--- config.mk ---
export PLATFORM = sky130hd
export DESIGN_NAME = poly_midi_player
export DESIGN_NICKNAME = d
export VERILOG_FILES = /design/src/rtl/poly_midi_pkg.sv /design/src/rtl/midi_byte_parser.sv /design/src/rtl/poly_midi_player.sv
export SDC_FILE = /design/constraint.sdc
export NUM_CORES = 1
export LEC_CHECK = 0
export ABC_AREA = 1
export CORE_ASPECT_RATIO = 0.9
export CORE_MARGIN = 8
export CORE_UTILIZATION = 58
export DETAILED_ROUTE_END_ITERATION = 16
export PLACE_DENSITY = 0.78
export SLEW_MARGIN = 20
export SYNTH_ARGS = -nofsm -noshare
export SYNTH_HDL_FRONTEND = slang
export SYNTH_SLANG_ARGS = --single-unit
--- constraint.sdc ---
create_clock -name clk -period 5 [get_ports clk]
set_input_delay 0.75 -clock clk [delete_from_list [all_inputs] [get_ports clk]]
set_output_delay 0.75 -clock clk [all_outputs]
set_load 0.05 [all_outputs]
--- src/rtl/poly_midi_pkg.sv ---
`default_nettype none
// ============================================================================
// poly_midi_pkg -- shared types, status codes and helpers for poly_midi_player
// Rev 1.0
// ============================================================================
package poly_midi_pkg;

  typedef enum logic [2:0] {
    ST_IDLE    = 3'd0,
    ST_ON_KEY  = 3'd1,
    ST_ON_VEL  = 3'd2,
    ST_OFF_KEY = 3'd3,
    ST_OFF_VEL = 3'd4
  } parser_state_t;

  localparam logic [3:0] NOTE_ON  = 4'h9;
  localparam logic [3:0] NOTE_OFF = 4'h8;

  // Tone frequency in Hz (A4 = note 69 = 440): top-octave table shifted down per octave.
  function automatic logic [15:0] midi_note_to_tone_freq(input logic [6:0] note);
    logic [3:0]  oct;
    logic [3:0]  semi;
    logic [15:0] base;
    oct  = 4'(note / 7'd12);
    semi = 4'(note % 7'd12);
    case (semi)
      4'd0:    base = 16'd8372;
      4'd1:    base = 16'd8870;
      4'd2:    base = 16'd9397;
      4'd3:    base = 16'd9956;
      4'd4:    base = 16'd10548;
      4'd5:    base = 16'd11175;
      4'd6:    base = 16'd11840;
      4'd7:    base = 16'd12544;
      4'd8:    base = 16'd13290;
      4'd9:    base = 16'd14080;
      4'd10:   base = 16'd14917;
      default: base = 16'd15804;
    endcase
    return base >> (4'd10 - oct);
  endfunction

  function automatic int unsigned midscale(input int unsigned bits);
    return 32'd1 << (bits - 32'd1);
  endfunction

endpackage
`default_nettype wire

--- src/rtl/midi_byte_parser.sv ---
`default_nettype none
// ============================================================================
// midi_byte_parser -- omni-mode MIDI note-on/note-off parser with running status
// Rev 1.0
// ============================================================================
module midi_byte_parser
  import poly_midi_pkg::*;
(
  input  logic       clk,
  input  logic       rst_n,
  input  logic [7:0] midi_data,
  input  logic       midi_valid,
  output logic       note_on,
  output logic       note_off,
  output logic [6:0] key
);

  parser_state_t r_state;

  always_ff @(posedge clk or negedge rst_n) begin
    if (!rst_n) begin
      r_state  <= ST_IDLE;
      note_on  <= 1'b0;
      note_off <= 1'b0;
      key      <= 7'd0;
    end else begin
      note_on  <= 1'b0;
      note_off <= 1'b0;
      if (midi_valid) begin
        if (midi_data[7]) begin
          if (midi_data[7:4] == NOTE_ON)
            r_state <= ST_ON_KEY;
          else if (midi_data[7:4] == NOTE_OFF)
            r_state <= ST_OFF_KEY;
          else
            r_state <= ST_IDLE;
        end else begin
          case (r_state)
            ST_ON_KEY: begin
              key     <= midi_data[6:0];
              r_state <= ST_ON_VEL;
            end
            ST_OFF_KEY: begin
              key     <= midi_data[6:0];
              r_state <= ST_OFF_VEL;
            end
            // Velocity zero is the common note-off shorthand.
            ST_ON_VEL: begin
              if (midi_data[6:0] != 7'd0)
                note_on <= 1'b1;
              else
                note_off <= 1'b1;
              r_state <= ST_ON_KEY;
            end
            ST_OFF_VEL: begin
              note_off <= 1'b1;
              r_state  <= ST_OFF_KEY;
            end
            default: r_state <= ST_IDLE;
          endcase
        end
      end
    end
  end

endmodule
`default_nettype wire

--- src/rtl/poly_midi_player.sv ---
`default_nettype none
// ============================================================================
// poly_midi_player -- polyphonic MIDI triangle-wave player with voice mixer
// Optional macro: POLY_MIDI_VOICE_STEAL_EN (round-robin steal when pool is full)
// Rev 1.0
// ============================================================================
module poly_midi_player
  import poly_midi_pkg::*;
#(
  parameter int VOICES           = 4,
  parameter int ACCUMULATOR_BITS = 24,
  parameter int FREQ_BITS        = 16,
  parameter int OUTPUT_BITS      = 16,
  parameter int SAMPLE_DIV       = 1
) (
  input  logic                   clk,
  input  logic                   rst_n,
  input  logic [7:0]             midi_data,
  input  logic                   midi_valid,
  output logic [OUTPUT_BITS-1:0] sound_data,
  output logic                   sound_valid,
  output logic [VOICES-1:0]      voice_active
);

  localparam int c_vw    = $clog2(VOICES);
  localparam int c_sum_w = OUTPUT_BITS + c_vw;
  localparam int c_cnt_w = (SAMPLE_DIV > 1) ? $clog2(SAMPLE_DIV) : 1;
  localparam logic [OUTPUT_BITS-1:0] c_midscale = OUTPUT_BITS'(midscale(OUTPUT_BITS));
  localparam logic [c_cnt_w-1:0]     c_cnt_last = c_cnt_w'(SAMPLE_DIV - 1);

  logic       w_note_on;
  logic       w_note_off;
  logic [6:0] w_key;

  midi_byte_parser u_parser (
    .clk        (clk),
    .rst_n      (rst_n),
    .midi_data  (midi_data),
    .midi_valid (midi_valid),
    .note_on    (w_note_on),
    .note_off   (w_note_off),
    .key        (w_key)
  );

  logic [ACCUMULATOR_BITS-1:0] r_acc [VOICES];
  logic [FREQ_BITS-1:0]        r_inc [VOICES];
  logic [6:0]                  r_key [VOICES];
  logic [VOICES-1:0]           r_active;
  logic [c_cnt_w-1:0]          r_cnt;

  logic                   w_tick;
  logic [VOICES-1:0]      w_match;
  logic                   w_any_free;
  logic [c_vw-1:0]        w_free_idx;
  logic                   w_alloc_en;
  logic [c_vw-1:0]        w_alloc_idx;
  logic [FREQ_BITS-1:0]   w_new_inc;
  logic [OUTPUT_BITS-1:0] w_voice_out [VOICES];
  logic [c_sum_w-1:0]     w_sum;
  logic [OUTPUT_BITS-1:0] w_mix;

  assign w_tick       = (r_cnt == c_cnt_last);
  assign voice_active = r_active;
  assign w_new_inc    = FREQ_BITS'({16'd0, midi_note_to_tone_freq(w_key), 2'b00});

  generate
    for (genvar v = 0; v < VOICES; v++) begin : g_voice
      logic [OUTPUT_BITS:0]   w_phase;
      logic [OUTPUT_BITS-1:0] w_tri;
      assign w_match[v]     = r_active[v] && (r_key[v] == w_key);
      assign w_phase        = r_acc[v][ACCUMULATOR_BITS-1 -: OUTPUT_BITS+1];
      assign w_tri          = w_phase[OUTPUT_BITS] ? ~w_phase[OUTPUT_BITS-1:0]
                                                   : w_phase[OUTPUT_BITS-1:0];
      assign w_voice_out[v] = r_active[v] ? w_tri : c_midscale;
    end
  endgenerate

  always_comb begin
    w_any_free = 1'b0;
    w_free_idx = '0;
    for (int i = VOICES - 1; i >= 0; i--) begin
      if (!r_active[i]) begin
        w_any_free = 1'b1;
        w_free_idx = c_vw'(i);
      end
    end
  end

`ifdef POLY_MIDI_VOICE_STEAL_EN
  logic [c_vw-1:0] r_steal_ptr;
  logic            w_steal;

  assign w_steal = w_note_on && !(|w_match) && !w_any_free;

  always_ff @(posedge clk or negedge rst_n) begin
    if (!rst_n)
      r_steal_ptr <= '0;
    else if (w_steal)
      r_steal_ptr <= r_steal_ptr + 1'b1;
  end

  always_comb begin
    w_alloc_en  = w_note_on && !(|w_match);
    w_alloc_idx = w_any_free ? w_free_idx : r_steal_ptr;
  end
`else
  always_comb begin
    w_alloc_en  = w_note_on && !(|w_match) && w_any_free;
    w_alloc_idx = w_free_idx;
  end
`endif

  // Later assignments win: an event on a tick clock clears rather than advances.
  always_ff @(posedge clk or negedge rst_n) begin
    if (!rst_n) begin
      for (int i = 0; i < VOICES; i++) begin
        r_acc[i] <= '0;
        r_inc[i] <= '0;
        r_key[i] <= '0;
      end
      r_active <= '0;
    end else begin
      for (int i = 0; i < VOICES; i++) begin
        if (w_tick && r_active[i])
          r_acc[i] <= r_acc[i] + ACCUMULATOR_BITS'(r_inc[i]);
        if (w_match[i] && (w_note_on || w_note_off))
          r_acc[i] <= '0;
        if (w_match[i] && w_note_off)
          r_active[i] <= 1'b0;
      end
      if (w_alloc_en) begin
        r_key[w_alloc_idx]    <= w_key;
        r_inc[w_alloc_idx]    <= w_new_inc;
        r_acc[w_alloc_idx]    <= '0;
        r_active[w_alloc_idx] <= 1'b1;
      end
    end
  end

  always_comb begin
    w_sum = '0;
    for (int i = 0; i < VOICES; i++)
      w_sum = w_sum + c_sum_w'(w_voice_out[i]);
    w_mix = OUTPUT_BITS'(w_sum >> c_vw);
  end

  always_ff @(posedge clk or negedge rst_n) begin
    if (!rst_n) begin
      r_cnt       <= '0;
      sound_valid <= 1'b0;
      sound_data  <= c_midscale;
    end else begin
      sound_valid <= w_tick;
      if (w_tick) begin
        r_cnt      <= '0;
        sound_data <= w_mix;
      end else begin
        r_cnt <= r_cnt + 1'b1;
      end
    end
  end

endmodule
`default_nettype wire

After elaboration in Yosys (flattened, before gate mapping)
Memory sizes are Yosys's and may differ from the RTL's.
Cells that the tools add are included.
{"block": "totals", "mem_bits_ro": 208, "register_bits": 222, "n_memories": 1, "inputBits": 11}
{"block": "op_classes", "add_sub_neg": 9, "reduce_logical": 26, "n_bitwise": 10, "muxes": 53, "n_eq_ne": 10, "div": 2, "magnitude_cmp": 4, "shift": 1}
{"name": "(no name shown)", "words": 16, "width": 13, "read_ports": 1, "rd_ports_with_merged_regs": 0, "wr": 0, "line_no": "poly_midi_pkg.sv:26", "rtl": "case (semi)"}
{"cell": "24-bit 2-to-1 mux", "count": 9}
{"cell": "16-bit 2-to-1 mux", "count": 9}
{"cell": "24-bit by 16-bit adder with 24-bit output", "count": 4}
{"cell": "96-bit AND", "count": 1}
{"cell": "96-bit 2-to-1 mux", "count": 1}
{"cell": "96-bit NOT", "count": 1}
{"cell": "64-bit bitwise mux", "count": 1}
{"cell": "16-bit NOT", "count": 4}
{"cell": "24-bit demux with 2-bit select", "count": 1}
{"cell": "16-bit demux with 2-bit select", "count": 1}
{"cell": "28-bit bitwise mux", "count": 1}
{"cell": "7-bit equality test", "count": 4}
{"cell": "1-bit logical AND", "count": 20}
{"cell": "17-bit by 16-bit adder with 18-bit output", "count": 1}
{"cell": "18-bit by 16-bit adder with 18-bit output", "count": 1}
{"cell": "16-bit by 16-bit adder with 17-bit output", "count": 1}
{"cell": "1-bit 2-to-1 mux", "count": 17}
{"cell": "16-bit by 4-bit >> shifter with 14-bit output", "count": 1}
{"cell": "7-bit demux with 2-bit select", "count": 1}
{"cell": "3-bit one-hot mux with 4 select lines", "count": 1}
{"cell": "2-bit 2-to-1 mux", "count": 5}
{"cell": "4-bit equality test, second input constant", "count": 2}
{"cell": "7-bit by 4-bit divider with 7-bit output, second input constant", "count": 1}
{"cell": "7-bit by 4-bit remainder unit with 7-bit output, second input constant", "count": 1}
{"cell": "other kinds (23)", "count": 26}

Longest topological paths before layout
{"block": "logic_depth", "depth_word": 12, "mapped_depth": 21, "ltp_nobuf": 19}

Modules after synthesis
Synthesis repeated with hierarchy kept, for this count alone.
{"block": "unflattened", "cells_unflattened": 1756, "hier_area_um2": 13987.2}
{"module": "poly_midi_player", "seq_area_each_um2": 4830.9, "area_per_inst_um2": 13399.1, "cells_per_inst": 1687, "instances": 1}
{"module": "midi_byte_parser", "seq_area_each_um2": 300.3, "area_per_inst_um2": 588.1, "cells_per_inst": 69, "instances": 1}

Worst setup path before layout
Ideal clock, no wire load.
{"block": "synth_timing", "kind": "register to register", "start": "reg r_active[3], in the netlist voice_active[3]", "end": "reg sound_data[11]", "path_buffers": 1, "slack_ns": 0.883, "arrival_ns": 4.037, "required_time_ns": 4.921, "path_stages_with_launch": 18, "synth_period_minus_slack_ns": 4.117, "setup_ns": 0.079, "cell_sequence": "dfrtp_1 inv_1 clkbuf_1 a21oi_1 o21ai_0 fa_1 inv_1 fa_1 inv_1 fa_1 inv_1 a31oi_1 o21bai_1 a21oi_1 o21ai_0 a21oi_1 o21ai_0 xor2_1"}
{"block": "synth_between", "elab_chain_cells": 2}
{"item": "from (decl)", "line_no": "poly_midi_player.sv:48", "rtl": "logic [VOICES-1:0] r_active;"}
{"item": "from (signal assigned)", "line_no": "poly_midi_player.sv:121", "rtl": "r_active <= '0;"}
{"item": "from (signal, indexed assignment)", "line_no": "poly_midi_player.sv:129", "rtl": "r_active[i] <= 1'b0;"}
{"item": "from (signal, indexed assignment)", "line_no": "poly_midi_player.sv:135", "rtl": "r_active[w_alloc_idx] <= 1'b1;"}
{"item": "16-bit 2-to-1 mux", "line_no": "poly_midi_player.sv:74", "rtl": "assign w_voice_out[v] = r_active[v] ? w_tri : c_midscale;"}
{"item": "18-bit by 16-bit adder with 18-bit output", "line_no": "poly_midi_player.sv:143", "rtl": "w_sum = w_sum + c_sum_w'(w_voice_out[i]);"}
{"item": "named net w_sum[13]", "line_no": "poly_midi_player.sv:59", "rtl": "logic [c_sum_w-1:0] w_sum;"}
{"item": "to (signal assigned)", "line_no": "poly_midi_player.sv:151", "rtl": "sound_data <= c_midscale;"}
{"item": "to (signal assigned)", "line_no": "poly_midi_player.sv:156", "rtl": "sound_data <= w_mix;"}
{"item": "to (decl)", "line_no": "poly_midi_player.sv:20", "rtl": "output logic [OUTPUT_BITS-1:0] sound_data,"}
The timed path passes the listed nets, and every way through them passes these cells.
A chain may end at the register's enable or synchronous reset.

Worst setup path after layout
{"block": "layout_timing", "start": "reg r_acc (netlist bit g_voice[2].w_phase[16])", "end": "reg sound_data[11]"}
{"block": "layout_between", "elab_chain_cells": 4}
{"item": "from (decl)", "line_no": "poly_midi_player.sv:45", "rtl": "logic [ACCUMULATOR_BITS-1:0] r_acc [VOICES];"}
{"item": "from (signal, indexed assignment)", "line_no": "poly_midi_player.sv:125", "rtl": "r_acc[i] <= r_acc[i] + ACCUMULATOR_BITS'(r_inc[i]);"}
{"item": "16-bit 2-to-1 mux", "line_no": "poly_midi_player.sv:72", "rtl": "assign w_tri = w_phase[OUTPUT_BITS] ? ~w_phase[OUTPUT_BITS-1:0]"}
{"item": "16-bit 2-to-1 mux", "line_no": "poly_midi_player.sv:74"}
{"item": "17-bit by 16-bit adder with 18-bit output", "line_no": "poly_midi_player.sv:143"}
{"item": "18-bit by 16-bit adder with 18-bit output", "line_no": "poly_midi_player.sv:143"}
{"item": "named net w_sum[13]", "line_no": "poly_midi_player.sv:59"}
The timed path passes the listed nets, and every way through them passes these cells.

==> run metrics <==
Slew HR=36.94%; Worst Path Max Fanout=31; CTS Hold Buffers Added=0; First DRT Iteration DRCs=893; Root Driver=clkbuf_16; Yosys cell types=54; Setup TNS=0 ns; number of port buffers=31; # setup viols final=0; M1 GR Usage=approximately a third; cts repair resizes=0; gr ovfl total=0; status=finished clean; Seq/Total Area, Yosys=36.99%; Post-synth EDFFs=0; die height=162.7 um; clock skew=0.01881 ns; multi-input logic area=7725 um2; layer with the highest usage=met2; final antenna diode count=0; Total Routing Usage GR=about a quarter; Cell Area, Synth=13870 um2; Final period util=83.83%; cell breakdown of the critical path=o21ai_0 > fa_1 > inv_1 > fa_1 > inv_1 > fa_1 > inv_1 > a31oi_1 > o21bai_1 > a21oi_1 > o21ai_0 > a21oi_1 > o21ai_0 > xor2_1; Synth area leaders=dfrtp_1, nand2_1, a21oi_1; IO Pins=32; maximum clock path buffer count=3; fill count=just under 2000; vias per inst=around 5.8; Max-cap violations=0; routed len/inst=16.57 um; Commonest cells post-synth=nand2_1, dfrtp_1, a21oi_1, o21ai_0, inv_1; post-CTS setup buffers=0; largest net degree at the start of global routing=110; met2 usage=36.92%; clock sinks=205; worst endpoint data arrival time=4.64 ns; fin. max-slew vios=0; most frequent cell after synthesis=nand2_1; r2r startpoint=g_voice[2].w_phase[16]; row count=53; Reg area=5131 um2; vias post-DR=11920; worst hold path type=in -> async; M3 GR Usage=3.662%; worst-margin pin slew=0.9392 ns; first-pass GRT wire length=~57000 um; Starting Density=59.26%; routability cong.=0.8938; critical setup path kind=reg -> reg; CTS tree=built; post-layout net count=~1900; Final ANT Viol Nets=0; WL final=34290 um; Synth top area share=between 30% and 40%; commonest register cell after synthesis=dfrtp_1; RSZ-0062 raised after global routing=false; Clk pin slew, worst setup/hold paths=0.06 ns; layout cells sized above 1=6.678%; vias in the first global route=11380; clock latency at the later pin of the worst-skew pair=0.53 ns; Worst Setup Start Kind=register; Crit path required time=5.44 ns; end of the worst register-to-register path=sound_data[11]; Avg Cell Area, Syn=7.918 um2; Worst R2R Path Depth=14; H-tree Lvls=1; Pre-Repair DR Iteration Count=5; CP max-delay cell=dfrtp_1; #FFs+latches synth=205; Die W=179.0 um; Fmax=238.6 MHz; worst reg2reg setup slack=between 0.8 and 0.9 ns; cell count after synthesis=between 1500 and 2000; yosys warns=0; CP Capture Type=register; fraction of registers with async set/reset=100.0%; detailed placement HPWL=24790 um; syn_nets=1876; slowest stage delay, CP=about 0.80 ns; initial antenna violation count=0; Die ar.=29130 um2; CTS buffer count=24; Synth area leader=dfrtp_1; floorplan core area=roughly 23000 um2; fin crit period=4.191 ns; final routed DRC violation total=0; final hold vios=0; Layout area overhead=8.947%
logic make-up (layout without fill, tap and decap cells):
family                   count (synthesis)  count (layout)  share of synthesized area [%]
AO/OA/AOI/OAI                          452             452                          17.61
XOR/XNOR                                82              82                          5.177
adder cells (fa/ha/maj)                113             113                          12.14
buffers and inverters                  246             261                          7.324
flip-flops                             205             205                          36.99
other                                    1               1                        0.02703
AND/OR/NAND/NOR                        653             653                          20.74
worst max-delay path by stage:
stage                          end                   start  slack, ns
CTS                 sound_data[11]  g_voice[2].w_phase[16]       0.80
floorplan           sound_data[11]         voice_active[3]       0.88
finish              sound_data[11]  g_voice[2].w_phase[16]       0.81
detailed placement  sound_data[11]  g_voice[2].w_phase[16]       0.82
global placement    sound_data[11]  g_voice[2].w_phase[16]       1.00
global route        sound_data[11]  g_voice[2].w_phase[16]       0.41
state kept, by name (all words and copies together) (netlist names):
name               flops
g_voice.w_phase       68
u_parser.note_on       1
r_acc                 20
sound_valid            1
u_parser.note_off      1
r_inc                 56
u_parser.key           7
voice_active           4
sound_data            16
r_key                 28
u_parser.r_state       3
per-stage QoR:
stage | instance area [um2] | utilization [%] | setup slack, ns | hold slack [ns] | std cells
detailed placement | 14310 | 61.13 | 0.8185 | 0.4740 | 2026
finish | 15110 | 64.56 | 0.8086 | 0.3140 | 2069
global route | 15110 | 64.56 | 0.4112 | 0.4207 | 2069
global placement | 14310 | 61.13 | 1.004 | 0.4730 | 2026
floorplan | 13870 | - | 0.8833 | 0.4529 | 1752
CTS | 15110 | 64.56 | 0.8041 | 0.3738 | 2069
routing by layer:
| layer | share of wire [%] | vias up |
|---|---|---|
| met4 | 3.2 | 0 |
| met3 | 6.9 | 80 |
| met2 | 44 | 378 |
| met1 | 46 | 5607 |
| met5 | 0 | - |
| li1 | - | 5858 |
cells in the final DEF (no fill, tap or decap), types with 7 or more instances in the layout:
cell / Yosys / layout
nand2_2: 17 / 17
nor3_1: 31 / 31
clkdlybuf4s50_1: 0 / 30
o21ai_0: 179 / 179
o21ai_1: 13 / 13
nand3_1: 118 / 118
inv_2: 15 / 15
a211oi_1: 17 / 17
clkinv_2: 0 / 7
dfrtp_1: 204 / 204
xor2_1: 51 / 51
buf_4: 5 / 13
nand3_2: 8 / 8
nand4_1: 11 / 11
ha_1: 77 / 77
clkbuf_16: 0 / 25
a21o_1: 7 / 7
nor2_1: 86 / 86
fa_1: 36 / 36
xnor2_1: 31 / 31
nand2_1: 357 / 357
a21oi_1: 196 / 196
inv_1: 154 / 154
area by class of cell:
class | instances | share of cell area [%]
Multi-Input combinational cell | 1301 | 51.11
Sequential cell | 205 | 33.95
Clock buffer | 32 | 4.446
Inverter | 174 | 4.388
Timing Repair Buffer | 44 | 2.724
Tap cell | 302 | 2.500
Clock inverter | 11 | 0.8776
critical path, delay by kind of cell (launching register included):
family	cells	cell delay (ns)
fa+ha+maj	3	1.58
xor+xnor	1	0.18
buf+inv	3	0.22
flops	1	0.80
compound gates	7	1.33
Power is not shown: default switching activity piles up to over one toggle a cycle in this logic, so the estimate is an artifact.
==> variant, RTL diff (config.mk and constraints unchanged) <==
Set the parameter `FREQ_BITS` to 18 (it was 16).
--- a/src/rtl/poly_midi_player.sv
+++ b/src/rtl/poly_midi_player.sv
@@ -11,3 +11,3 @@
   parameter int ACCUMULATOR_BITS = 24,
-  parameter int FREQ_BITS        = 16,
+  parameter int FREQ_BITS        = 18,
   parameter int OUTPUT_BITS      = 16,
Check against the original RTL: no difference found for any inputs over 4 cycles, from zero or initial values and one cycle with rst_n low; that may be too few to reach the edited logic, so the function may still have changed.
==> variant against the unedited design <==
Cell area is essentially flat. Routed wire length shrank 0.76%. Sequential cell count is the same. Synthesized area shrank 1.2%. Setup slack lost 0.15 ns.
Power is not shown: default switching activity piles up to over one toggle a cycle in this logic, so the estimate is an artifact.
==> variant: results (changes against the unedited design) <==
metric,value,unit,change
status,"finished, final reports clean",,unchanged
dp_slack,0.720,ns,was 0.819 ns
vias_per_cell,5.78,,was 5.76
slowest_delay,0.56,ns,was 0.80 ns
n_antenna_cell,0,,unchanged
tightestPinTransition,0.870,ns,was 0.939 ns
vias,11800,,was 11900
wl_per_cell,16.7,um,was 16.6 um
place_area,14300,sq um,about the same
grt_start_max_net_pins,126,,was 110
grt_first_pass_wirelength,57200,um,was 57300 um
bufAreaShareNonClock,3.25,%,was 2.72%
multiInputCombCellCount,1271,,was 1301
nFillCells,1907,,was 1956
insertion_delay,0.53,ns,about the same
clockNetworkAreaShare,5.53,%,was 5.32%
clkSinkCount,205,,unchanged
synthAdderAreaFrac,12.4,%,was 12.1%
cp.arrival,4.79,ns,was 4.64 ns
root_buffer,clkbuf_16,,unchanged
routed-wl-met3,2590,um,was 2350 um
grtUsageTotal,24.2,%,was 24.0%
slowest_stage,dfrtp_1,,unchanged
cp_max_fo,20,,was 31
skew,0.0194,ns,was 0.0188 ns
netlist_top_cells_count,"339 x nand2_1, 204 x dfrtp_1, 187 x a21oi_1",,"was 357 x nand2_1, 204 x dfrtp_1, 196 x a21oi_1"
grt_pass1_vias,11200,,was 11400
synth_area_leaders,"dfrtp_1 37%, nand2_1 9.3%, ha_1 7.1%",,"was dfrtp_1 37%, nand2_1 9.7%, a21oi_1 7.1%"
use_met2,37.3,%,was 36.9%
buffers,53,,was 44
cts_inserted_buffers,24,,unchanged
drt_iter0_drc,1160,,was 893
gp_congestion,0.904,,was 0.894
grt.met3_usage,3.60,%,was 3.66%
fin_area,15100,sq um,about the same
placed_cells,1995,,was 2026
wl_met2,15000,um,was 15100 um
synth-compound-area-share,17.6,%,about the same
grtUsageMet1,35.2,%,was 34.1%
drt_pass1_iterations,5,,unchanged
multi_input_area_share,50.7,%,was 51.1%
n_all_inverters,164,,was 174
drt-met1-wl,15600,um,was 15700 um
drive_gt1_share,6.51,%,was 6.68%
synthXorXnorAreaFrac,5.89,%,was 5.18%
hpwl,24700,um,was 24800 um
dieArea,28800,sq um,was 29100 sq um
ys_seq_area_share,37.4,%,was 37.0%
synth_area_per_cell,8.02,sq um,was 7.92 sq um
syn_nets,1834,,was 1876
## variant: changes by cell type after synthesis, moves of 4 or more
cell      delta
a21oi_1      -9
buf_2        -7
buf_6        -5
clkbuf_1     +7
inv_2        -9
nand2_1     -18
nor2_1       -5
nor3_1      -18
nor4_1       +6
o21ai_0     -10
o21ai_1     +11
xnor2_1      +4
## variant: final timing paths
path / start / to / slack (ns) / cells after the start
max: g_voice[2].w_phase[16] / sound_data[15] / 0.66 / 20
min: rst_n / r_acc[75] / 0.26 / 1
max reg2reg: g_voice[2].w_phase[16] / sound_data[15] / 0.66 / 20
min reg2reg: r_inc[40] / r_inc[40] / 0.50 / 2
max in group asynchronous: rst_n / r_inc[21] / 3.60 / 2
min in group clk: r_inc[40] / r_inc[40] / 0.50 / 2
